### src/rtl/servo_jr_rx.sv
// servo_jr_rx: JR-style servo PWM receiver. Measures the high time of each
// pulse on SERVO_i and maps it back to an 8-bit position on DAT_o.
// Optional build macro SERVO_JR_RX_GLITCH_FILTER_EN adds a 3-sample stability
// filter after the synchronizer (edge detect moves from 3 to 5 cycles).
// XARST_i is expected to carry an external pull-up at the pad.
module servo_jr_rx #(
   parameter int unsigned C_FCK      = 48_000_000,
   parameter int unsigned C_TBOTTOM  = 500,
   parameter int unsigned C_TTOP     = 2_400,
   parameter int unsigned C_TMIN_PLS = 250,
   parameter int unsigned C_TMAX_PLS = 3_000,
   parameter int unsigned C_TTIMEOUT = 50_000
) (
   input  logic       CK_i,
   input  logic       XARST_i,
   input  logic       SERVO_i,
   output logic [7:0] DAT_o,
   output logic       VALID_o,
   output logic       LOCK_o,
   output logic       ERR_o
);

   localparam int unsigned C_FCK_KHZ = C_FCK / 1000;
   localparam int unsigned C_BOTTOM  = C_TBOTTOM * C_FCK_KHZ / 1000;
   localparam int unsigned C_TOP     = C_TTOP * C_FCK_KHZ / 1000;
   localparam int unsigned C_MINP    = C_TMIN_PLS * C_FCK_KHZ / 1000;
   localparam int unsigned C_MAXP    = C_TMAX_PLS * C_FCK_KHZ / 1000;
   localparam int unsigned C_TOUT    = C_TTIMEOUT * C_FCK_KHZ / 1000;
   localparam int unsigned C_R       = C_TOP - C_BOTTOM;
   localparam int unsigned WW        = $clog2(C_MAXP + 2);
   localparam int unsigned PW        = $clog2(C_TOUT + 1);
   localparam int unsigned RB        = $clog2(C_R + 1);
   localparam int unsigned RW1       = RB + 1;
   localparam int unsigned NW        = RB + 8;

   typedef enum logic [1:0] {S_IDLE, S_HIGH, S_OVER, S_LOW} pst_e;
   typedef enum logic       {D_IDLE, D_ITER} dst_e;

   logic          s1_q, s2_q, lvl_q;
   logic          filt_c, rise_c, fall_c, tout_c, done_c;
   pst_e          st_q;
   logic [WW-1:0] w_q, dw_q, diff_c;
   logic [PW-1:0] p_q;
   logic          ld_q, lock_q, err_q;
   dst_e          d_st_q;
   logic [RB-1:0] rem_q;
   logic [7:0]    nlo_q, q_q, dat_q;
   logic [2:0]    cnt_q;
   logic          valid_q;
   logic [NW-1:0] num_c;
   logic [RB:0]   trial_c;
   logic          ge_c;

   // Two-stage synchronizer; idles high so a pulse already high at reset
   // release never looks like a rise.
   always_ff @(posedge CK_i or negedge XARST_i) begin
      if (!XARST_i) begin
         s1_q <= 1'b1;
         s2_q <= 1'b1;
      end else begin
         s1_q <= SERVO_i;
         s2_q <= s1_q;
      end
   end

`ifdef SERVO_JR_RX_GLITCH_FILTER_EN
   logic h0_q, h1_q;

   // Sample history for the stability filter
   always_ff @(posedge CK_i or negedge XARST_i) begin
      if (!XARST_i) begin
         h0_q <= 1'b1;
         h1_q <= 1'b1;
      end else begin
         h0_q <= s2_q;
         h1_q <= h0_q;
      end
   end

   assign filt_c = ((s2_q == h0_q) && (h0_q == h1_q)) ? s2_q : lvl_q;
`else
   assign filt_c = s2_q;
`endif

   // Edge-detect register
   always_ff @(posedge CK_i or negedge XARST_i) begin
      if (!XARST_i) lvl_q <= 1'b1;
      else          lvl_q <= filt_c;
   end

   assign rise_c = filt_c & ~lvl_q;
   assign fall_c = ~filt_c & lvl_q;
   assign tout_c = (st_q != S_IDLE) && (p_q == PW'(C_TOUT - 1));
   assign done_c = (d_st_q == D_ITER) && (cnt_q == 3'd7);

   // Pulse FSM: width measurement, period timeout, lock and error reporting
   always_ff @(posedge CK_i or negedge XARST_i) begin
      if (!XARST_i) begin
         st_q   <= S_IDLE;
         w_q    <= '0;
         dw_q   <= '0;
         p_q    <= '0;
         ld_q   <= 1'b0;
         lock_q <= 1'b0;
         err_q  <= 1'b0;
      end else begin
         err_q <= 1'b0;
         ld_q  <= 1'b0;
         if (st_q != S_IDLE && p_q != PW'(C_TOUT)) p_q <= p_q + PW'(1);
         if (done_c) lock_q <= 1'b1;
         if (tout_c) begin
            st_q   <= S_IDLE;
            err_q  <= 1'b1;
            lock_q <= 1'b0;
         end else begin
            case (st_q)
               S_IDLE, S_LOW: begin
                  if (rise_c) begin
                     st_q <= S_HIGH;
                     w_q  <= WW'(1);
                     p_q  <= '0;
                  end
               end
               S_HIGH: begin
                  if (fall_c) begin
                     st_q <= S_LOW;
                     if (w_q < WW'(C_MINP)) begin
                        err_q  <= 1'b1;
                        lock_q <= 1'b0;
                     end else begin
                        ld_q <= 1'b1;
                        dw_q <= w_q;
                     end
                  end else if (w_q == WW'(C_MAXP)) begin
                     st_q   <= S_OVER;
                     err_q  <= 1'b1;
                     lock_q <= 1'b0;
                  end else begin
                     w_q <= w_q + WW'(1);
                  end
               end
               S_OVER:  if (fall_c) st_q <= S_LOW;
               default: st_q <= S_IDLE;
            endcase
         end
      end
   end

   // Divider numerator: clamps map to 0 / 255, otherwise ceil-biased offset
   assign diff_c = dw_q - WW'(C_BOTTOM);
   always_comb begin
      num_c = '0;
      if (dw_q <= WW'(C_BOTTOM))  num_c = '0;
      else if (dw_q >= WW'(C_TOP)) num_c = NW'(256 * C_R - 1);
      else                         num_c = (NW'(diff_c) << 8) + NW'(C_R - 1);
   end

   assign trial_c = {rem_q, nlo_q[7]};
   assign ge_c    = (trial_c >= RW1'(C_R));

   // Serial restoring divider: one load cycle then 8 quotient bits
   always_ff @(posedge CK_i or negedge XARST_i) begin
      if (!XARST_i) begin
         d_st_q  <= D_IDLE;
         rem_q   <= '0;
         nlo_q   <= '0;
         q_q     <= '0;
         cnt_q   <= '0;
         dat_q   <= '0;
         valid_q <= 1'b0;
      end else begin
         valid_q <= 1'b0;
         case (d_st_q)
            D_IDLE: begin
               if (ld_q) begin
                  rem_q  <= num_c[NW-1:8];
                  nlo_q  <= num_c[7:0];
                  cnt_q  <= '0;
                  d_st_q <= D_ITER;
               end
            end
            D_ITER: begin
               rem_q <= ge_c ? RB'(trial_c - RW1'(C_R)) : RB'(trial_c);
               nlo_q <= {nlo_q[6:0], 1'b0};
               q_q   <= {q_q[6:0], ge_c};
               cnt_q <= cnt_q + 3'd1;
               if (cnt_q == 3'd7) begin
                  dat_q   <= {q_q[6:0], ge_c};
                  valid_q <= 1'b1;
                  d_st_q  <= D_IDLE;
               end
            end
            default: d_st_q <= D_IDLE;
         endcase
      end
   end

   assign DAT_o   = dat_q;
   assign VALID_o = valid_q;
   assign LOCK_o  = lock_q;
   assign ERR_o   = err_q;

endmodule

### config.mk
export PLATFORM = sky130hd
export DESIGN_NAME = servo_jr_rx
export DESIGN_NICKNAME = d
export VERILOG_FILES = /design/src/rtl/servo_jr_rx.sv
export SDC_FILE = /design/constraint.sdc
export NUM_CORES = 1
export LEC_CHECK = 0
export ABC_CLOCK_PERIOD_IN_PS = 5600
export CAP_MARGIN = 20
export CORE_MARGIN = 3
export CORE_UTILIZATION = 50
export CTS_CLUSTER_DIAMETER = 30
export DETAILED_ROUTE_END_ITERATION = 10
export PLACE_DENSITY_LB_ADDON = 0.12
export SETUP_SLACK_MARGIN = 0.3
export SYNTH_ARGS = -nofsm -noshare
export SYNTH_HDL_FRONTEND = slang
export SYNTH_SLANG_ARGS = --single-unit
### constraint.sdc
create_clock -name CK_i -period 5.6 [get_ports CK_i]
set_input_delay 0.84 -clock CK_i [delete_from_list [all_inputs] [get_ports CK_i]]
set_output_delay 0.84 -clock CK_i [all_outputs]
set_load 0.03 [all_outputs]
==> impl_metrics.yaml <==
synthesis:
  syn_area_um2: 6350
  yosysWarningCount: 0
  ys_ff_latch: 111
  yosysSeqAreaShare: 0.438
  syn_avg_cell_area_um2: 9.58
  synth_cell_type_count: 69
  synth_flop_cell: "dfrtp_1"
  postSynthCellCount: 663
  syn_nets: 683
  synth_edf_count: 0
  async_flop_share: 1.00
global_route:
  met1_usage: 0.277
  grt_pass1_vias: 4838
  grt_pass1_wl_um: 23600
  grt_usage: 0.200
  grt_util_met3: 0.0426
  busiest_layer: "met2"
  met2_usage: 0.307
  antenna_found_initial: 0
  overflow: 0
  grt_max_degree: 66
pwr:
  p_int_mw: 1.28
  p_leak_nw: 2.94
  p_total_mw: 1.80
  ir_drop_mv: 0.330
  comb_power_share: 0.157
  power_density_nw_per_um2: 262
  p_switching_mw: 0.516
  p_sw_frac: 0.287
  seq_power_share: 0.486
  p_clk_frac: 0.358
floorplanning:
  die_w_um: 119
  die_height_um: 119
  die_area_um2: 14100
  ios: 14
  initial_core_util: 0.520
  fp-row-count: 40
  core_area_um2: 12200
placed_design:
  pre_cts_slack_ns: 2.76
  place.gp.congestion: 0.919
  dp_hpwl_um: 9500
  placed_cells: 819
  io_buffer_count: 13
clock_network:
  cts_setup_buffers: 0
  path_clk_slew_ns: 0.07
  numCtsBuffers: 9
  cts_tree: "yes"
  clockBufferDepth: 2
  htreeDepth: 3
  hold_buffers: 0
  clk_latency_ns: 0.35
  clockRootBuffer: "clkbuf_16"
  cts_resized: 0
  cts_num_sinks: 111
routing:
  drc: 0
  vias: 4988
  ant_nets: 0
  wirelength_um: 13700
  via_per_inst: 5.97
  drt_iter0_drc: 394
  drtPass1Iterations: 7
  avgRoutedWirePerCell_um: 16.4
outcome:
  status: "complete, no violations"
critical_path:
  worst-setup-path-type: "reg2reg"
  required_ns: 5.83
  critPathLaunchType: "flop"
  end_kind: "flop"
  reg2reg_depth: 7
  path_max_fanout: 11
  arrival_ns: 3.14
sta:
  fmax_mhz: 345
  skew_ns: 0.00792
  fin_crit_sh: 0.518
  fin_hold_ws_ns: 0.361
  fin_crit_ns: 2.90
  slew_violations: 0
  grt_setup_unrepaired: "no"
  hold_viol: 0
  relSlewSlack: 0.383
  tns_ns: 0
  setup_viol: 0
  worst_pin_slew_ns: 0.923
  worst_slack_ns: 2.70
finish:
  multi_input_area_um2: 3300
  seq_area_um2: 2780
  finalNetCount: 682
  final_common_cell: "dfrtp_1"
  fin_cells: 835
  nFillCells: 1092
  final_cell_mix: "dfrtp_1 (108), nor2_1 (60), nand2_1 (58), o21ai_0 (44), a21oi_1 (30)"
  drive_gt1_frac: 0.102
  diodes: 0
  syn_to_final_growth_pct: 8.06
hold_path:
  whs_path_depth: 0
  hold_class: "reg2reg"
flow_run:
  cap_viol_max_count: 0
final cells by class:
type / instances / share of cell area
Tap cell: 168 / 0.0306
Clock buffer: 10 / 0.0334
Inverter: 28 / 0.0153
Sequential cell: 111 / 0.405
Clock inverter: 6 / 0.0100
Timing Repair Buffer: 18 / 0.0241
Multi-Input combinational cell: 494 / 0.481
worst paths after layout:
| kind | startpoint | slack (ns) | to |
|---|---|---|---|
| min in group asynchronous | XARST_i | 0.59 | rem_q[12]$_DFFE_PN0P_ |
| min reg2reg | s1_q$_DFF_PN1_ | 0.36 | filt_c$_DFF_PN1_ |
| max in group asynchronous | XARST_i | 3.93 | p_q[2]$_DFF_PN0_ |
| max reg2reg | dw_q[6]$_DFFE_PN0P_ | 2.70 | rem_q[13]$_DFFE_PN0P_ |
| max | dw_q[6]$_DFFE_PN0P_ | 2.70 | rem_q[13]$_DFFE_PN0P_ |
| min | s1_q$_DFF_PN1_ | 0.36 | filt_c$_DFF_PN1_ |
flip-flops by register name, summed over array words and instances, names as in the netlist:
register / count
LOCK_o: 1
cnt_q: 3
lvl_q: 1
p_q: 22
rem_q: 17
w_q: 18
ERR_o: 1
filt_c: 1
d_st_q: 1
nlo_q: 8
st_q: 2
s1_q: 1
dw_q: 18
ld_q: 1
DAT_o: 8
VALID_o: 1
q_q: 7
cell families (layout without fill, tap and decap cells):
kind of cell,count (synthesis),in the layout,share of synthesized area
and+or+nand+nor,244,244,0.200
AOI/OAI and AO/OA,158,158,0.169
DFF,111,111,0.438
buffers and inverters,58,62,0.0436
xor gates and xnor gates,45,45,0.0621
muxes,30,30,0.0528
adders and majority gates,17,17,0.0335
critical path, stage by stage (launching register included):
cell	delay, ns
dfrtp_1	0.46
ha_1	0.41
nand2_1	0.15
or4_1	0.56
a211oi_2	0.51
or2b_1	0.34
nor3_2	0.08
a221o_1	0.26
layer usage:
layer,share of wire,wire (um)
met5,0,0
met1,0.47,6480
met3,0.039,538
met2,0.46,6310
met4,0.027,372
power by group through the flow:
| stage | Clock, mW | Sequential (mW) | Combinational (mW) |
|---|---|---|---|
| floorplan | 0 | 0.880 | 0.206 |
| global placement | 0 | 0.885 | 0.274 |
| detailed placement | 0 | 0.888 | 0.284 |
| CTS | 0.665 | 0.872 | 0.285 |
| global route | 0.699 | 0.877 | 0.320 |
| finish | 0.642 | 0.873 | 0.282 |
synth_stat cells (8+ instances only):
library cell / instances / area, um^2
nand2_1: 58 / 218
nand4_1: 12 / 75.1
o21ai_0: 44 / 220
dfrtp_1: 108 / 2700
xnor2_1: 21 / 184
clkbuf_1: 21 / 78.8
nor3_1: 14 / 70.1
a21oi_1: 30 / 150
or4_1: 9 / 67.6
nor2_1: 60 / 225
ha_1: 17 / 213
mux2_2: 28 / 315
xor2_1: 24 / 210
nand3_1: 22 / 110
a22o_1: 8 / 70.1
and3_1: 10 / 62.6
inv_1: 28 / 105
per-stage QoR:
step,utilization,cell area [um^2]
after floorplan,-,6350
after global placement,0.537,6560
after detailed placement,0.537,6560
after CTS,0.562,6860
after global routing,0.562,6860
final,0.562,6860
Power figures use the tool's default switching activity.
